$ cat config.mk
export PLATFORM = sky130hd
export DESIGN_NAME = sram_rw_port_ctrl
export DESIGN_NICKNAME = d
export VERILOG_FILES = /design/src/rtl/sram_rw_port_ctrl_pkg.sv /design/src/rtl/sram_rw_port_ctrl_resp_hold.sv /design/src/rtl/sram_rw_port_ctrl.sv
export SDC_FILE = /design/constraint.sdc
export NUM_CORES = 1
export LEC_CHECK = 0
export CORE_ASPECT_RATIO = 1.5
export CORE_MARGIN = 1.5
export CORE_UTILIZATION = 36
export DETAILED_ROUTE_END_ITERATION = 16
export GPL_TIMING_DRIVEN = 1
export PLACE_DENSITY = 0.91
export SLEW_MARGIN = 20
export SYNTH_ARGS = -nofsm -noshare
export SYNTH_HDL_FRONTEND = slang
export SYNTH_HIERARCHICAL = 1
export SYNTH_SLANG_ARGS = --single-unit
export TNS_END_PERCENT = 20
$ cat constraint.sdc
create_clock -name clock -period 2.6 [get_ports clock]
set_input_delay 0.78 -clock clock [delete_from_list [all_inputs] [get_ports clock]]
set_output_delay 0.78 -clock clock [all_outputs]
set_load 0.05 [all_outputs]
$ cat src/rtl/sram_rw_port_ctrl_pkg.sv
// sram_rw_port_ctrl_pkg : shared types and geometry helpers for the SRAM port controller
// rev 1.0
`default_nettype none

package sram_rw_port_ctrl_pkg;

  typedef enum logic [1:0] {
    IDLE = 2'd0,
    INIT = 2'd1,
    RUN  = 2'd2
  } ctrl_state_t;

  localparam int unsigned SRAM_ADDR_W   = 9;
  localparam int unsigned SRAM_DATA_W   = 40;
  localparam int unsigned SRAM_MASK_SEG = 10;

  function automatic int unsigned mask_gran(input int unsigned data_w, input int unsigned mask_seg);
    return data_w / mask_seg;
  endfunction

  function automatic int unsigned depth(input int unsigned addr_w);
    return 32'd1 << addr_w;
  endfunction

  localparam int unsigned MASK_GRAN = mask_gran(SRAM_DATA_W, SRAM_MASK_SEG);
  localparam int unsigned DEPTH     = depth(SRAM_ADDR_W);

endpackage

`default_nettype wire

$ cat src/rtl/sram_rw_port_ctrl_resp_hold.sv
// sram_resp_hold : read-response stage with a holding register for backpressure
// rev 1.0
`default_nettype none

module sram_resp_hold #(
  parameter int unsigned DATA_W = 40
) (
  input  logic              clock,
  input  logic              reset_n,
  input  logic              issue_read,
  input  logic              resp_ready,
  input  logic [DATA_W-1:0] sram_rdata,
  output logic              resp_valid,
  output logic [DATA_W-1:0] resp_data,
  output logic              can_issue
);

  logic              s1_valid_q,   s1_valid_d;
  logic              hold_valid_q, hold_valid_d;
  logic [DATA_W-1:0] hold_data_q,  hold_data_d;

  always_ff @(posedge clock or negedge reset_n) begin
    if (!reset_n) begin
      s1_valid_q   <= 1'b0;
      hold_valid_q <= 1'b0;
      hold_data_q  <= '0;
    end else begin
      s1_valid_q   <= s1_valid_d;
      hold_valid_q <= hold_valid_d;
      hold_data_q  <= hold_data_d;
    end
  end

  always_comb begin
    s1_valid_d   = issue_read;
    hold_valid_d = hold_valid_q;
    hold_data_d  = hold_data_q;
    if (hold_valid_q) begin
      if (resp_ready) hold_valid_d = 1'b0;
    end else if (s1_valid_q && !resp_ready) begin
      // Macro output is only stable for one cycle; a later write to the row would corrupt it.
      hold_valid_d = 1'b1;
      hold_data_d  = sram_rdata;
    end
  end

  assign resp_valid = s1_valid_q || hold_valid_q;
  assign resp_data  = hold_valid_q ? hold_data_q : sram_rdata;
  assign can_issue  = !hold_valid_q && (!s1_valid_q || resp_ready);

endmodule

`default_nettype wire

$ cat src/rtl/sram_rw_port_ctrl.sv
// sram_rw_port_ctrl : write/read arbiter and init sweeper for a single-port masked SRAM
// rev 1.0
`default_nettype none

module sram_rw_port_ctrl
  import sram_rw_port_ctrl_pkg::*;
#(
  parameter int unsigned ADDR_W        = SRAM_ADDR_W,
  parameter int unsigned DATA_W        = SRAM_DATA_W,
  parameter int unsigned MASK_SEG      = SRAM_MASK_SEG,
  parameter bit          INIT_ON_RESET = 1'b1
) (
  input  logic                clock,
  input  logic                reset_n,
  input  logic                w_valid,
  output logic                w_ready,
  input  logic [ADDR_W-1:0]   w_addr,
  input  logic [DATA_W-1:0]   w_data,
  input  logic [MASK_SEG-1:0] w_mask,
  input  logic                r_valid,
  output logic                r_ready,
  input  logic [ADDR_W-1:0]   r_addr,
  output logic                resp_valid,
  input  logic                resp_ready,
  output logic [DATA_W-1:0]   resp_data,
  output logic                init_done,
  output logic                sram_en,
  output logic                sram_wmode,
  output logic [ADDR_W-1:0]   sram_addr,
  output logic [MASK_SEG-1:0] sram_wmask,
  output logic [DATA_W-1:0]   sram_wdata,
  input  logic [DATA_W-1:0]   sram_rdata
);

  localparam int unsigned MASK_GRAN_L = mask_gran(DATA_W, MASK_SEG);
  localparam int unsigned DEPTH_L     = depth(ADDR_W);

  if (MASK_GRAN_L * MASK_SEG != DATA_W) begin : g_gran_check
    $error("DATA_W must be an exact multiple of MASK_SEG");
  end

  ctrl_state_t       state_q, state_d;
  logic [ADDR_W-1:0] cnt_q,   cnt_d;
  logic              issue_read;
  logic              can_issue;

  always_ff @(posedge clock or negedge reset_n) begin
    if (!reset_n) begin
      state_q <= IDLE;
      cnt_q   <= '0;
    end else begin
      state_q <= state_d;
      cnt_q   <= cnt_d;
    end
  end

  always_comb begin
    state_d    = state_q;
    cnt_d      = cnt_q;
    w_ready    = 1'b0;
    r_ready    = 1'b0;
    init_done  = 1'b0;
    issue_read = 1'b0;
    sram_en    = 1'b0;
    sram_wmode = 1'b0;
    sram_addr  = '0;
    sram_wmask = '0;
    sram_wdata = '0;
    case (state_q)
      IDLE: state_d = INIT_ON_RESET ? INIT : RUN;
      INIT: begin
        sram_en    = 1'b1;
        sram_wmode = 1'b1;
        sram_addr  = cnt_q;
        sram_wmask = '1;
        cnt_d      = cnt_q + ADDR_W'(1);
        if (cnt_q == ADDR_W'(DEPTH_L - 1)) state_d = RUN;
      end
      RUN: begin
        init_done = 1'b1;
        w_ready   = 1'b1;
        r_ready   = !w_valid && can_issue;
        if (w_valid) begin
          sram_en    = 1'b1;
          sram_wmode = 1'b1;
          sram_addr  = w_addr;
          sram_wmask = w_mask;
          sram_wdata = w_data;
        end else if (r_valid && r_ready) begin
          issue_read = 1'b1;
          sram_en    = 1'b1;
          sram_addr  = r_addr;
        end
      end
      default: state_d = IDLE;
    endcase
  end

  sram_resp_hold #(
    .DATA_W(DATA_W)
  ) u_resp_hold (
    .clock      (clock),
    .reset_n    (reset_n),
    .issue_read (issue_read),
    .resp_ready (resp_ready),
    .sram_rdata (sram_rdata),
    .resp_valid (resp_valid),
    .resp_data  (resp_data),
    .can_issue  (can_issue)
  );

endmodule

`default_nettype wire

After elaboration in Yosys (flattened, before gate mapping)
Index checks and enable logic that the tools add are counted.
Storage, ports and cells
  bits in registers: 53
  input port bits: 113
  output and inout port bits: 105
  word-level logic and storage cells: 47
Cells by class
  $add $sub $neg: 1
  eq/ne operators: 4
  muxes and demuxes: 22
  bitwise operators: 2
  reductions and logical operators: 13
Operator list (number)
  two-way mux 40 bit: 3
  case mux 10 bit (2 select lines): 1
  two-way mux 9 bit: 2
  case mux 9 bit (2 select lines): 1
  two-way mux 1 bit: 10
  two-way mux 10 bit: 1
  adder 9 x 1 -> 9 bit, second input constant: 1
  equality test 9 bit, second input constant: 1
  case mux 2 bit (3 select lines): 1
  logical AND 1 bit: 4
  zero test 1 bit: 4
  case mux 1 bit (2 select lines): 2
  AND reduction 2 bit: 2
  equality test 2 x 1 -> 1 bit, second input constant: 1
  equality test 2 bit, second input constant: 1
  zero test 2 bit: 1
  logical OR 1 bit: 2
  two-way mux 2 bit: 1
  != test 2 bit, second input constant: 1
  inverter 1 bit: 2

Logic depth before layout (Yosys ltp)
Gate-level depths: netlist of the first run.
  word-level depth: 8
  mapped depth: 7
  gate-level depth less buffers: 7

Hierarchy
The synthesis of the first run kept the hierarchy.
Modules (own cells, without submodules)
  sram_resp_hold: times used 1, cells an instance 136, area an instance 2062.0 um^2, seq. area each 1051.0 um^2
  sram_rw_port_ctrl: times used 1, cells an instance 145, area an instance 1139.8 um^2, seq. area each 275.3 um^2

Worst setup path after synthesis of the first run
OpenSTA, ideal clock, no wires.
  path kind: flip-flop to output port
  start: register state_q[0]
  end: output port sram_wmask[0]
  arrival time: 2.291 ns
  required time: 1.820 ns
  path slack: -0.471 ns
  stages on the path, launching flop included: 8
  path buffers: 2
  cell sequence: dfrtp_1 -> inv_1 -> ha_1 -> and2_1 -> buf_4 -> o21ai_2 -> buf_4 -> nor2_1
Between the ends
  longest elaborated chain between the ends: 2
  elaborated cells between the ends (all ways): 3
  classes of those cells: 2 x eq/ne; 1 x mux
RTL lines
  from (decl): line sram_rw_port_ctrl.sv:42  | ctrl_state_t state_q, state_d;
  from (signal assigned): line sram_rw_port_ctrl.sv:52  | state_q <= state_d;
  equality test 2 bit / equality test 2 x 1 -> 1 bit (equally long branches): line sram_rw_port_ctrl.sv:69  | case (state_q)
  case mux 10 bit (2 select lines) (*): line sram_rw_port_ctrl.sv:69
  to (decl): line sram_rw_port_ctrl.sv:30  | output logic [MASK_SEG-1:0] sram_wmask,
Mark *: on every way between the ends. The rest lies on a longest branch, timed or not.

Worst setup path in the final report of the first run
  start: register state_q[0]
  end: output port sram_addr[0]
Between the ends
  longest elaborated chain between the ends: 2
  elaborated cells between the ends (all ways): 3
  classes of those cells: 2 x eq/ne; 1 x mux
RTL lines
  equality test 2 bit / equality test 2 x 1 -> 1 bit (equally long branches): line sram_rw_port_ctrl.sv:69
  case mux 9 bit (2 select lines) (*): line sram_rw_port_ctrl.sv:69
  to (decl): line sram_rw_port_ctrl.sv:29  | output logic [ADDR_W-1:0] sram_addr,
Marked as above.

==> results of run 1 <==
## kinds of logic (layout without fill, tap and decap cells)
group / after synthesis / in the layout / synth area share
xor gates and xnor gates: 7 / 7 / 0.01915
muxes: 83 / 83 / 0.2919
other: 0 / 1 / 0
adders and majority gates: 5 / 5 / 0.01954
AOI/OAI and AO/OA: 23 / 23 / 0.05901
and+or+nand+nor: 80 / 82 / 0.1430
buffers and inverters: 30 / 251 / 0.05314
DFF: 53 / 53 / 0.4142
## cell usage after synthesis (all sizes together), types with 4 or more instances
cell type / n
mux2: 83
dfrtp: 53
and3: 42
nor2: 23
a22o: 18
buf: 15
clkbuf: 10
ha: 5
inv: 5
nand4: 4
xnor2: 4
## registers in the layout, indices dropped and copies added, names as in the netlist
signal / cells
cnt_q: 9
u_resp_hold/hold_valid_q: 1
state_q: 2
u_resp_hold/s1_valid_q: 1
u_resp_hold/hold_data_q: 40
## critical path, cell delays in order, from the launching register on
cell	delay, ns
dfrtp_1	0.40
inv_2	0.08
ha_4	0.20
and2_2	0.22
a22o_1	0.26
a22o_4	0.26
buf_12	0.15
## how the worst max path moves through the flow
stage          depth (start not counted)              startpoint       endpoint  slack [ns]
2_1_floorplan                          6  state_q[0]$_DFFE_PN0P_  sram_wmask[6]       -0.09
3_3_place_gp                           7                 w_valid   sram_addr[7]       -0.49
3_5_place_dp                           7                 w_valid   sram_addr[7]       -0.53
4_1_cts                                6                 w_valid   sram_addr[1]       -0.02
5_1_grt                                6  state_q[0]$_DFFE_PN0P_   sram_addr[0]       -0.08
6_report                               6  state_q[0]$_DFFE_PN0P_   sram_addr[0]       -0.04
## cell usage in the layout (no fill, tap or decap), types with 2 or more instances in the layout
cell type	n
clkdlybuf4s50_1	107
buf_4	18
and3_1	41
clkbuf_16	5
dfrtp_1	52
nand3_1	2
buf_8	2
buf_6	10
a22o_1	9
and2_2	2
bufbuf_16	2
nor2_4	4
inv_2	4
nor2_1	13
ha_1	2
nor2_2	6
xnor2_1	4
ha_4	2
and3_4	2
nand2_1	3
mux2_1	5
xor2_1	3
nand4_1	4
dlygate4sd2_1	2
a22o_4	9
mux2_2	78
buf_12	96
## metal layers
metal  track usage  vias to the layer above
met2        0.4995                      191
met4       0.08082                        6
met5             0                        -
met1        0.2801                     1549
met3       0.06409                       33
li1              -                     1465
## layout make-up
cell class,instances,share of cell area
repair buffers,238,0.4886
multi-input cells,200,0.2738
flip-flops and latches,53,0.1932
well taps,110,0.02003
clock buffers,5,0.01820
clock inverters,3,0.003095
inverters,5,0.002731
diodes,1,0.0003641
## metrics by stage
step	instance area [µm²]	hold slack [ns]	util	setup WS, ns
global placement	6461	0.4615	0.7407	-0.4861
detailed placement	6461	0.4698	0.7407	-0.5289
floorplan	3251	0.4522	-	-0.09419
global route	6873	0.5159	0.7879	-0.08133
finish	6873	0.4864	0.7879	-0.04202
CTS	6790	0.4847	0.7784	-0.02350
## what timing repair did
item | in CTS | in global routing
endpoints found under the setup margin | 62 | 61
setup buffers | 1 | 6
pin swaps | 13 | 7
cloned | 3 | 1
hold buffers | 0 | 0
resized for setup | 37 | 12
## where the power goes
group | internal [mW] | switching (mW) | leakage, nW | total [mW]
clock | 0.359 | 0.293 | 0.0702 | 0.651
sequential | 0.824 | 0 | 0.724 | 0.824
combinational | 0.308 | 0.224 | 2.38 | 0.532
total | 1.49 | 0.517 | 3.17 | 2.01
==> results.tsv, run 1 <==
metric	value	unit
GRT overflow	0	
DR WL/cell	20.80	µm
Met2 Wirelength	7048	µm
Clock Pin Slew Worst Setup and Hold Paths	0.07	ns
routed vias/inst	5.275	
Avg Cell Area, Syn	11.39	µm²
first-pass GRT wire length	19120	µm
Worst VDD drop	247.2	µV
multi-input logic area	0.001882	mm²
r2r endpoint	state_q[0]$_DFFE_PN0P_	
top layer in use	met5	
worst hold start	u_resp_hold/hold_data_q[36]$_DFFE_PN0P_	
largest net degree at the start of global routing	43	
met1 WL	4374	µm
CTS Buf Count	5	
Clock Tree Root	clkbuf_16	
Finish-stage setup viols	4	
Worst-Margin Slew	0.8246	ns
number of global-route vias before repair	3571	
Yosys Warn Count	6	
Max Cap Violations	0	
row count	42	
met3 WL	929	µm
Synth top area share	0.4142	
Initial DRC Count	106	
# nets final	621	
Synth Register Bits	53	
Die ar.	0.009480	mm²
TritonRoute pass-1 iters	4	
RSZ-0062 raised after global routing	yes	
worst-case clock buffer depth	2	
leakage	3.172	nW
Core ar.	0.008723	mm²
Worst Clk Skew	0.003758	ns
final critical delay including setup and external delays	2.642	ns
die width	80	µm
DRT Wirelength	12790	µm
placer congestion estimate	0.8476	
Post-Layout Cell Count	615	
via count	3244	
Max H-tree Level	2	
total global routing track utilization	0.2651	
Power Dens Cells	292.1	mW/mm²
Max Transition Viols Final	0	
leading area contributor after synthesis	dfrtp_1	
FF-to-FF path depth	7	
crit path kind	flop to output port	
Hold Path Class	flop to flop	
# DRC	0	
antenna-violating nets left	0	
Post-synth EDFFs	0	
failing checks	negative setup slack	
register area share after synthesis	0.4142	
dominant cells by area after synthesis	dfrtp_1 41%, mux2_2 27%, and3_1 8.0%, a22o_1 4.9%, nor2_1 2.7%	
Final Hold Viols	0	
FF-to-FF setup slack	0.68	ns
share of layout cells above drive strength 1	0.5000	
post-placement cell count	597	
cells after synthesis	281	
largest fanout on the critical path	8	
Setup TNS Final	-0.07651	ns
final worst slack	-0.04202	ns
CTS tree	done	
IO buf count	217	
number of antenna violations at the first check in global routing	4	
Synth-to-Final Area Change	114.7	%
number of library cell types mapped by synthesis	28	
post-synthesis net count	399	
ys async rst share	1.000	
Worst Path Required	1.82	ns
Slew headroom	0.4503	
synthesized cell area	0.003202	mm²
sequential standard cell area	0.001328	mm²
hold depth	1	
clock sinks	53	
reg2reg start	cnt_q[0]$_DFFE_PN0P_	
Critical Path Sink Type	output port	
startpoint types	flop	
Clock Latency Late Sink	0.28	ns
Filler cells	488	
hold endpoint	u_resp_hold/hold_data_q[36]$_DFFE_PN0P_	
final period utilization	1.016	
arrival time worst endpoint	1.86	ns
Ports	218	
outcome	complete, but fails checks	
Most used DFF post-synth	dfrtp_1	
Design Power	2.008	mW
initial core utilization	0.3670	
f_max	378.5	MHz
Die Y	118.5	µm
DP Wirelength	9249	µm
Power figures use the tool's default switching activity.
==> run 2, diff against run 1 <==
CTS_CLUSTER_SIZE = 25   (was unset)
==> results of run 2 <==
Same layout as run 1: the final DEF is identical, and so are final timing and power.
==> run 3, diff against run 2 <==
clock period = 2.5 ns   (was 2.6 ns; I/O delays follow)
==> results.tsv, run 3 (same netlist as run 1, synthesis figures left out) <==
metric	value	unit	change
Top reg by flops	u_resp_hold/hold_data_q		unchanged
Filler cells	485		was 488
initial core utilization	0.3670		unchanged
pre-CTS WS	-0.5918	ns	was -0.5289 ns
Area after DPL	0.006521	mm²	was 0.006461 mm²
TritonRoute pass-1 iters	4		unchanged
Post-Layout Inst Area	0.006948	mm²	was 0.006873 mm²
hold slack	0.4347	ns	was 0.4864 ns
Design Power	2.087	mW	was 2.008 mW
largest net degree at the start of global routing	54		was 43
share of layout cells above drive strength 1	0.5059		was 0.5000
worst-case clock buffer depth	2		unchanged
sw frac	0.2583		was 0.2576
Initial DRC Count	128		was 106
leakage	3.198	nW	was 3.172 nW
Clock Pin Slew Worst Setup and Hold Paths	0.07	ns	about the same
Max Cap Violations	0		unchanged
clock network fraction of design power	0.327		was 0.324
Max Transition Viols Final	0		unchanged
final period utilization	1.031		
Setup TNS Final	-0.8379	ns	was -0.07651 ns
Switch Pwr	0.5392	mW	was 0.5172 mW
Synth-to-Final Area Change	117.0	%	was 114.7%
share of power burned in registers	0.410		about the same
reg2reg start	u_resp_hold/hold_valid_q$_DFF_PN0_		was cnt_q[0]$_DFFE_PN0P_
r2r endpoint	u_resp_hold/hold_data_q[25]$_DFFE_PN0P_		was state_q[0]$_DFFE_PN0P_
FF-to-FF path depth	4		was 7
FF-to-FF setup slack	0.77	ns	was 0.68 ns
Core ar.	0.008723	mm²	unchanged
row count	42		unchanged
Crit. Startpoint	state_q[0]$_DFFE_PN0P_		unchanged
final worst slack	-0.07719	ns	was -0.04202 ns
Power Dens Cells	300.4	mW/mm²	was 292.1 mW/mm²
Worst Path Required	1.75	ns	was 1.82 ns
via count	3230		was 3244
Finish-stage setup viols	21		was 4
GRT overflow	0		unchanged
last element of the critical path	sram_addr[2]		was sram_addr[0]
number of antenna violations at the first check in global routing	1		was 4
Worst Clk Skew	0.009258	ns	was 0.003758 ns
Hold Path Class	input pin to async pin		was flop to flop
largest fanout on the critical path	5		was 8
antenna-violating nets left	0		unchanged
Int Pwr	1.548	mW	was 1.491 mW
Logic pwr share	0.263		was 0.265
DP Wirelength	8850	µm	was 9249 µm
placer congestion estimate	0.8329		was 0.8476
max FFs per register	40		unchanged
most frequent cells in the layout	108 x clkdlybuf4s50_1, 95 x buf_12, 78 x mux2_2, 52 x dfrtp_1, 40 x and3_1		was 107 x clkdlybuf4s50_1, 96 x buf_12, 78 x mux2_2, 52 x dfrtp_1, 41 x and3_1
Ports	218		unchanged
CTS Buf Count	5		unchanged
hold buffers post-CTS	0		unchanged
CTS tree	done		unchanged
Worst VDD drop	255.9	µV	was 247.2 µV
most common cell after layout, fill and taps aside	clkdlybuf4s50_1		unchanged
routed vias/inst	5.235		was 5.275
IO buf count	217		unchanged
failing checks	negative setup slack		unchanged
die width	80	µm	unchanged
crit path kind	flop to output port		unchanged
final critical delay including setup and external delays	2.577	ns	
Largest regs	u_resp_hold/hold_data_q (40), cnt_q (9), state_q (2)		unchanged
f_max	388.0	MHz	
RSZ-0062 raised after global routing	yes		unchanged
Worst-Margin Slew	0.4022	ns	was 0.8246 ns
clock sinks	53		unchanged
outcome	complete, but fails checks		unchanged
fin util	0.7965		was 0.7879
arrival time worst endpoint	1.83	ns	was 1.86 ns
startpoint types	flop		unchanged
first-pass GRT wire length	18640	µm	was 19120 µm
number of global-route vias before repair	3623		was 3571
Final Hold Viols	0		unchanged
Die Y	118.5	µm	unchanged
post-placement cell count	600		was 597
sequential standard cell area	0.001328	mm²	unchanged
Critical Path Sink Type	output port		unchanged
multi-input logic area	0.001908	mm²	was 0.001882 mm²
DR WL/cell	19.64	µm	was 20.80 µm
Clock Tree Root	clkbuf_16		unchanged
# DRC	0		unchanged
# nets final	623		was 621
Post-Layout Cell Count	617		was 615
Max H-tree Level	2		unchanged
Slew headroom	0.7319		was 0.4503
Clock Latency Late Sink	0.29	ns	was 0.28 ns
total global routing track utilization	0.2586		was 0.2651
DRT Wirelength	12120	µm	was 12790 µm
Die ar.	0.009480	mm²	unchanged
run 3: cell types whose count changed in the layout (fill, tap and decap cells not counted), moves of 2 or more:
cell,before,now
inv_2,4,2
buf_4,18,15
buf_8,2,10
nor2_2,6,1
a22o_2,0,3
nor2_4,4,9
a22o_4,9,6
run 3: worst min-delay path by stage:
stage,cells past startpoint,slack [ns],to,from
5_1_grt,2,0.45,u_resp_hold/hold_data_q[4]$_DFFE_PN0P_,reset_n
6_report,2,0.43,u_resp_hold/hold_data_q[4]$_DFFE_PN0P_,reset_n
2_1_floorplan,0,0.45,cnt_q[0]$_DFFE_PN0P_,reset_n
4_1_cts,2,0.45,u_resp_hold/hold_data_q[4]$_DFFE_PN0P_,reset_n
3_5_place_dp,1,0.48,u_resp_hold/hold_data_q[33]$_DFFE_PN0P_,u_resp_hold/hold_data_q[33]$_DFFE_PN0P_
3_3_place_gp,1,0.46,u_resp_hold/hold_data_q[36]$_DFFE_PN0P_,u_resp_hold/hold_data_q[36]$_DFFE_PN0P_
run 3: what timing repair did:
action,4_1_cts,5_1_grt
setup endpoints to repair,62,101
pin swaps,18,13
gates cloned,3,1
setup buffers,7,0
gates resized for setup,41,24
run 3: critical path, cell delays in order (launching register included):
cell     delay, ns
dfrtp_1       0.38
inv_2         0.08
ha_4          0.17
and2_4        0.18
buf_4         0.15
a22o_1        0.21
a22o_4        0.23
buf_12        0.14
run 3: metal layers:
| metal | vias up | global-route usage | wire length, µm |
|---|---|---|---|
| li1 | 1464 | - | - |
| met1 | 1534 | 0.2606 | 4006 |
| met2 | 207 | 0.4869 | 6782 |
| met3 | 25 | 0.06023 | 967 |
| met4 | 0 | 0.1099 | 360 |
| met5 | - | 0 | 0 |
run 3: power groups by stage:
stage | clock [mW] | combinational (mW) | sequential [mW]
5_1_grt | 0.734 | 0.572 | 0.856
4_1_cts | 0.696 | 0.553 | 0.857
2_1_floorplan | 0 | 0.164 | 0.874
6_report | 0.683 | 0.548 | 0.857
3_5_place_dp | 0 | 0.539 | 0.873
3_3_place_gp | 0 | 0.530 | 0.873
run 3: area by class of cell:
cell class,instances,area share
diodes,1,0.0003602
clock buffers,5,0.01801
clock inverters,3,0.003061
inverters,5,0.003061
multi-input cells,199,0.2746
flip-flops and latches,53,0.1911
well taps,110,0.01981
repair buffers,241,0.4900
